## src/rtl/lfsr.sv

```systemverilog
// rtl/lfsr.sv - Fibonacci LFSR, shift toward MSB, built-in maximal-length tap table for WIDTH 3..64
// A zero seed is replaced by 1 so the register can never enter the XOR lock-up state.
module lfsr #(
  parameter int WIDTH = 64
) (
  input  logic [WIDTH-1:0] seed,
  input  logic             clk,
  input  logic             reset,
  output logic [WIDTH-1:0] shift_seed
);

  if (WIDTH < 3 || WIDTH > 64) begin : g_bad_width
    $error("lfsr: WIDTH must be in 3..64");
  end

  // Tap numbers are 1-based (XAPP052); tap n feeds back state bit n-1.
  function automatic logic [63:0] tap_mask(input int w);
    int          t [6];
    logic [63:0] m;
    t = '{0, 0, 0, 0, 0, 0};
    case (w)
      3:  t = '{3, 2, 0, 0, 0, 0};
      4:  t = '{4, 3, 0, 0, 0, 0};
      5:  t = '{5, 3, 0, 0, 0, 0};
      6:  t = '{6, 5, 0, 0, 0, 0};
      7:  t = '{7, 6, 0, 0, 0, 0};
      8:  t = '{8, 6, 5, 4, 0, 0};
      9:  t = '{9, 5, 0, 0, 0, 0};
      10: t = '{10, 7, 0, 0, 0, 0};
      11: t = '{11, 9, 0, 0, 0, 0};
      12: t = '{12, 6, 4, 1, 0, 0};
      13: t = '{13, 4, 3, 1, 0, 0};
      14: t = '{14, 5, 3, 1, 0, 0};
      15: t = '{15, 14, 0, 0, 0, 0};
      16: t = '{16, 15, 13, 4, 0, 0};
      17: t = '{17, 14, 0, 0, 0, 0};
      18: t = '{18, 11, 0, 0, 0, 0};
      19: t = '{19, 6, 2, 1, 0, 0};
      20: t = '{20, 17, 0, 0, 0, 0};
      21: t = '{21, 19, 0, 0, 0, 0};
      22: t = '{22, 21, 0, 0, 0, 0};
      23: t = '{23, 18, 0, 0, 0, 0};
      24: t = '{24, 23, 22, 17, 0, 0};
      25: t = '{25, 22, 0, 0, 0, 0};
      26: t = '{26, 6, 2, 1, 0, 0};
      27: t = '{27, 5, 2, 1, 0, 0};
      28: t = '{28, 25, 0, 0, 0, 0};
      29: t = '{29, 27, 0, 0, 0, 0};
      30: t = '{30, 6, 4, 1, 0, 0};
      31: t = '{31, 28, 0, 0, 0, 0};
      32: t = '{32, 22, 2, 1, 0, 0};
      33: t = '{33, 20, 0, 0, 0, 0};
      34: t = '{34, 27, 2, 1, 0, 0};
      35: t = '{35, 33, 0, 0, 0, 0};
      36: t = '{36, 25, 0, 0, 0, 0};
      37: t = '{37, 5, 4, 3, 2, 1};
      38: t = '{38, 6, 5, 1, 0, 0};
      39: t = '{39, 35, 0, 0, 0, 0};
      40: t = '{40, 38, 21, 19, 0, 0};
      41: t = '{41, 38, 0, 0, 0, 0};
      42: t = '{42, 41, 20, 19, 0, 0};
      43: t = '{43, 42, 38, 37, 0, 0};
      44: t = '{44, 43, 18, 17, 0, 0};
      45: t = '{45, 44, 42, 41, 0, 0};
      46: t = '{46, 45, 26, 25, 0, 0};
      47: t = '{47, 42, 0, 0, 0, 0};
      48: t = '{48, 47, 21, 20, 0, 0};
      49: t = '{49, 40, 0, 0, 0, 0};
      50: t = '{50, 49, 24, 23, 0, 0};
      51: t = '{51, 50, 36, 35, 0, 0};
      52: t = '{52, 49, 0, 0, 0, 0};
      53: t = '{53, 52, 38, 37, 0, 0};
      54: t = '{54, 53, 18, 17, 0, 0};
      55: t = '{55, 31, 0, 0, 0, 0};
      56: t = '{56, 55, 35, 34, 0, 0};
      57: t = '{57, 50, 0, 0, 0, 0};
      58: t = '{58, 39, 0, 0, 0, 0};
      59: t = '{59, 58, 38, 37, 0, 0};
      60: t = '{60, 59, 0, 0, 0, 0};
      61: t = '{61, 60, 46, 45, 0, 0};
      62: t = '{62, 61, 6, 5, 0, 0};
      63: t = '{63, 62, 0, 0, 0, 0};
      64: t = '{64, 63, 61, 60, 0, 0};
      default: t = '{0, 0, 0, 0, 0, 0};
    endcase
    m = '0;
    for (int i = 0; i < 6; i++) begin
      if (t[i] != 0) m = m | (64'd1 << (t[i] - 1));
    end
    return m;
  endfunction

  localparam logic [63:0]      TAP_MASK = tap_mask(WIDTH);
  localparam logic [WIDTH-1:0] TAPS     = TAP_MASK[WIDTH-1:0];
  localparam logic [WIDTH-1:0] ONE      = {{(WIDTH-1){1'b0}}, 1'b1};

  logic [WIDTH-1:0] state_q;
  logic [WIDTH-1:0] state_d;
  logic [WIDTH-1:0] load_val;
  logic             fb;

  always_comb begin
    fb       = ^(state_q & TAPS);
    state_d  = {state_q[WIDTH-2:0], fb};
    load_val = (seed == '0) ? ONE : seed;
  end

  always_ff @(posedge clk) begin
    if (reset) state_q <= load_val;
    else       state_q <= state_d;
  end

  assign shift_seed = state_q;

endmodule

```

## config.mk

```make
export PLATFORM = sky130hd
export DESIGN_NAME = lfsr
export DESIGN_NICKNAME = d
export VERILOG_FILES = /design/src/rtl/lfsr.sv
export SDC_FILE = /design/constraint.sdc
export NUM_CORES = 1
export LEC_CHECK = 0
export ABC_AREA = 1
export BUFFER_PORTS_ARGS = -buffer_cell sky130_fd_sc_hd__buf_2
export CORE_ASPECT_RATIO = 1.2
export CORE_MARGIN = 5
export CORE_UTILIZATION = 44
export CTS_BUF_LIST = sky130_fd_sc_hd__clkbuf_8 sky130_fd_sc_hd__clkbuf_16
export DETAILED_ROUTE_END_ITERATION = 10
export MAX_ROUTING_LAYER = met4
export PLACE_DENSITY = 0.79
export SLEW_MARGIN = 10
export SYNTH_ARGS = -nofsm -noshare
export SYNTH_HDL_FRONTEND = slang
export SYNTH_SLANG_ARGS = --single-unit
```

## constraint.sdc

```tcl
create_clock -name clk -period 1.2 [get_ports clk]
set_input_delay 0.12 -clock clk [delete_from_list [all_inputs] [get_ports clk]]
set_output_delay 0.12 -clock clk [all_outputs]
set_load 0.02 [all_outputs]
```

### Word-level counts from Yosys, hierarchy flattened

Cells that the tools add are included.

* multiplexer cells: 2
* reductions and logical operators: 2

Operators with widths (count)
* 2-to-1 mux 64 bit: 2
* logical NOT 64 bit: 1
* parity 64 bit: 1

* register bits after elaboration: 64
* bits of input ports: 66
* output and inout bits: 64
* word-level logic and storage cells: 5

### Logic depth before layout (Yosys ltp)

* depth in word-level cells: 3
* depth in mapped cells: 7

### Worst setup path after synthesis

Ideal clock, no wire load.

* path type: register to register
* start point: reg state_q[60], in the netlist shift_seed[60]
* end point: reg state_q[0], in the netlist shift_seed[0]
* setup time: 0.118 ns
* data arrival time: 0.884 ns
* required time: 1.082 ns
* slack: 0.197 ns
* stages on the path, launching flop included: 5
* period minus slack after synthesis: 1.003 ns
* path through: dfxtp_1 xor2_1 o21ai_1 a21oi_1 a21oi_2

* cells in the longest elaborated chain, start to end: 2

Ends and longest elaborated chain
* start, declared: line 97 `logic [WIDTH-1:0] state_q;`
* start signal, assigned: line 109 `if (reset) state_q <= load_val;`
* start signal, assigned: line 110 `else state_q <= state_d;`
* parity 64 bit: line 103 `fb = ^(state_q & TAPS);`
* 2-to-1 mux 64 bit: line 109

No other way between the ends.

### Worst setup path after layout

* start point: in seed[28]
* end point: reg state_q[0], in the netlist shift_seed[0]

* cells in the longest elaborated chain, start to end: 3

Ends and longest elaborated chain
* start, declared: line 6 `input logic [WIDTH-1:0] seed,`
* logical NOT 64 bit: line 105 `load_val = (seed == '0) ? ONE : seed;`
* 2-to-1 mux 64 bit: line 105
* 2-to-1 mux 64 bit: line 109

No other way between the ends.

==> results.json <==
{
  "drtIter0Drc": 113,
  "drt-total-wl_mm": 7.42,
  "tightest_slew_ps": 256,
  "max-cap-violations": 0,
  "synth_area_leaders": "dfxtp_1 (54%), nand2_1 (32%), nor2_1 (6.6%)",
  "yosysTopAreaCellShare_pct": 54.0,
  "rows": 29,
  "largest_reg_flops": 64,
  "htree_levels": 3,
  "finalSetupViolCount": 0,
  "rr_startpoint": "shift_seed[59]",
  "hold_violations": 0,
  "antenna_left": 0,
  "fmax_mhz": 863,
  "num_vias": 2668,
  "status": "completed",
  "ir_drop_uv": 893,
  "required_ps": 1470,
  "power_mw": 5.67,
  "grtUsageTotal_pct": 21.8,
  "fin_skew_ps": 11.8,
  "syn_inst": 336,
  "hpwl_mm": 4.84,
  "fin_setup_tns_ps": 0,
  "fin_crit_sh_pct": 96.6,
  "die_w_um": 77.0,
  "first_pass_iters": 4,
  "diodes": 0,
  "powerDensity_nw_per_um2": 1510,
  "cts_root_buffer": "clkbuf_8",
  "viasPerCell": 4.62,
  "startpoint": "seed[28]",
  "clk_path_buf_depth": 2,
  "yosysUniqueCellTypes": 14,
  "cp-end-kind": "flip-flop",
  "ys_ff_latch": 64,
  "start_kind": "primary input",
  "dieArea_um2": 6970,
  "grt_pass1_vias": 2668,
  "wl_per_cell_um": 12.8,
  "yosysTopAreaCell": "dfxtp_1",
  "drive_above_1_share_pct": 30.4,
  "rrSetupSlack_ps": 250,
  "gp_congestion": 0.813,
  "globalRouteOverflowTotal": 0,
  "drc": 0,
  "ys_warn_count": 0,
  "hold_class": "in2reg",
  "cts_sinks": 64,
  "timing.rr.end": "shift_seed[0]",
  "grt_max_degree": 62,
  "fp.coreArea_um2": 5260,
  "dp_cells": 517,
  "seq_area_frac_synth_pct": 54.0,
  "antenna_found_initial": 0,
  "num_io_pins": 130,
  "area_delta_synth_final_pct": 58.6,
  "cts_setup_buffers": 0,
  "slew_viol_final": 0,
  "initial_core_util_pct": 45.1,
  "max-slew-margin-rel_pct": 83.0,
  "cts_buffers": 9,
  "fill_cells": 421,
  "clk_latency_ps": 330,
  "grt_pass1_wl_mm": 12.1,
  "worst_r2r_path_depth": 4,
  "min_from": "seed[34]",
  "syn_area_um2": 2370,
  "cts_tree": "done",
  "whs_ps": 1.62,
  "post_synth.cell_area_avg_um2": 7.06,
  "worstSetupEndpoint": "shift_seed[0]",
  "synth_nets": 402,
  "fin_crit_ps": 1160,
  "die_height_um": 90.4,
  "instances_no_fill": 578,
  "port_buffers": 129,
  "clk_pin_slew_ps": 80,
  "arrival_ps": 1430,
  "p_leak_nw": 2.04,
  "nets": 577,
  "critPathKind": "in2reg",
  "path_max_fanout": 2
}
## Yosys cell counts (all sizes together)
master,n
a21oi,2
dfxtp,64
nand2,205
nor2,42
xor2,1
nand3,1
o21ai,3
buf,14
xnor2,1
inv,3
## critical path: stages
cell	delay, ps
dlygate4sd3_1	530
buf_2	140
nor2_2	110
nand2_1	70
nor2_2	130
nand2_1	70
nor2_1	90
nand2_1	70
a21oi_2	100
## through the flow
stage	setup WS (ps)	area [µm²]	util [%]
finish	40.8	3760	71.5
global route	-15.8	3760	71.5
CTS	19.3	3710	70.6
detailed placement	219	3040	57.7
global placement	234	3040	57.7
floorplan	197	2370	-
## how the worst min path moves through the flow
stage / slack, ps / to / cells after the start
detailed placement: 330 / shift_seed[19] / 3
global route: 3 / shift_seed[18] / 3
global placement: 330 / shift_seed[39] / 3
finish: 2 / shift_seed[34] / 3
floorplan: 230 / shift_seed[31] / 2
CTS: 0.3 / shift_seed[61] / 3
## kinds of logic (layout without fill, tap and decap cells)
kind of cell,Yosys count,after routing,share of synthesized area (%)
simple gates,248,248,39.3
buf+inv,17,197,4.75
compound gates,5,5,1.21
flops,64,64,54.0
xor+xnor,2,2,0.739
## power breakdown
part,total (mW),leakage (nW),switching (mW),internal [mW]
Sequential,2.44,0.539,0.108,2.33
Combinational,1.05,1.38,0.618,0.433
Clock,2.18,0.120,0.817,1.37
## what timing repair did
item,4_1_cts,5_1_grt
resized for setup,0,10
hold buffers,44,4
hold endpoints to repair,44,4
endpoints found under the setup margin,0,1
## routing by layer
metal	share of wire, %	track usage, %	vias up
met1	40	24.0	1183
met3	7.3	6.69	17
met2	50	36.8	109
met4	2.2	8.02	0
met5	0	-	-
li1	-	-	1359
## layout by cell type (no fill, tap or decap)
master         netlist  final
dfxtp_1             64     64
clkinv_2             0      2
nor2_2               0     10
bufinv_16            0      3
a21oi_2              1      1
nand2_1            205    205
inv_1                2      3
nand3_1              1      1
clkbuf_8             0      9
buf_12               0      1
xor2_1               1      1
a21oi_1              1      1
buf_2                9    126
nor2_1              42     32
xnor2_1              1      1
inv_2                1      1
dlygate4sd3_1        0     48
clkinvlp_4           0      1
buf_4                0      3
o21ai_0              2      2
o21ai_1              1      1
## layout make-up
| class | instances | area, µm² | share of cell area, % |
|---|---|---|---|
| clock inverter | 7 | 111 | 2.96 |
| tap | 62 | 77.6 | 2.06 |
| sequential | 64 | 1280 | 34.1 |
| multi-input combinational | 255 | 1000 | 26.7 |
| timing repair buffer | 178 | 1150 | 30.7 |
| inverter | 3 | 11.3 | 0.299 |
| clock buffer | 9 | 124 | 3.29 |
No activity file was read; power rests on OpenSTA's default activity.
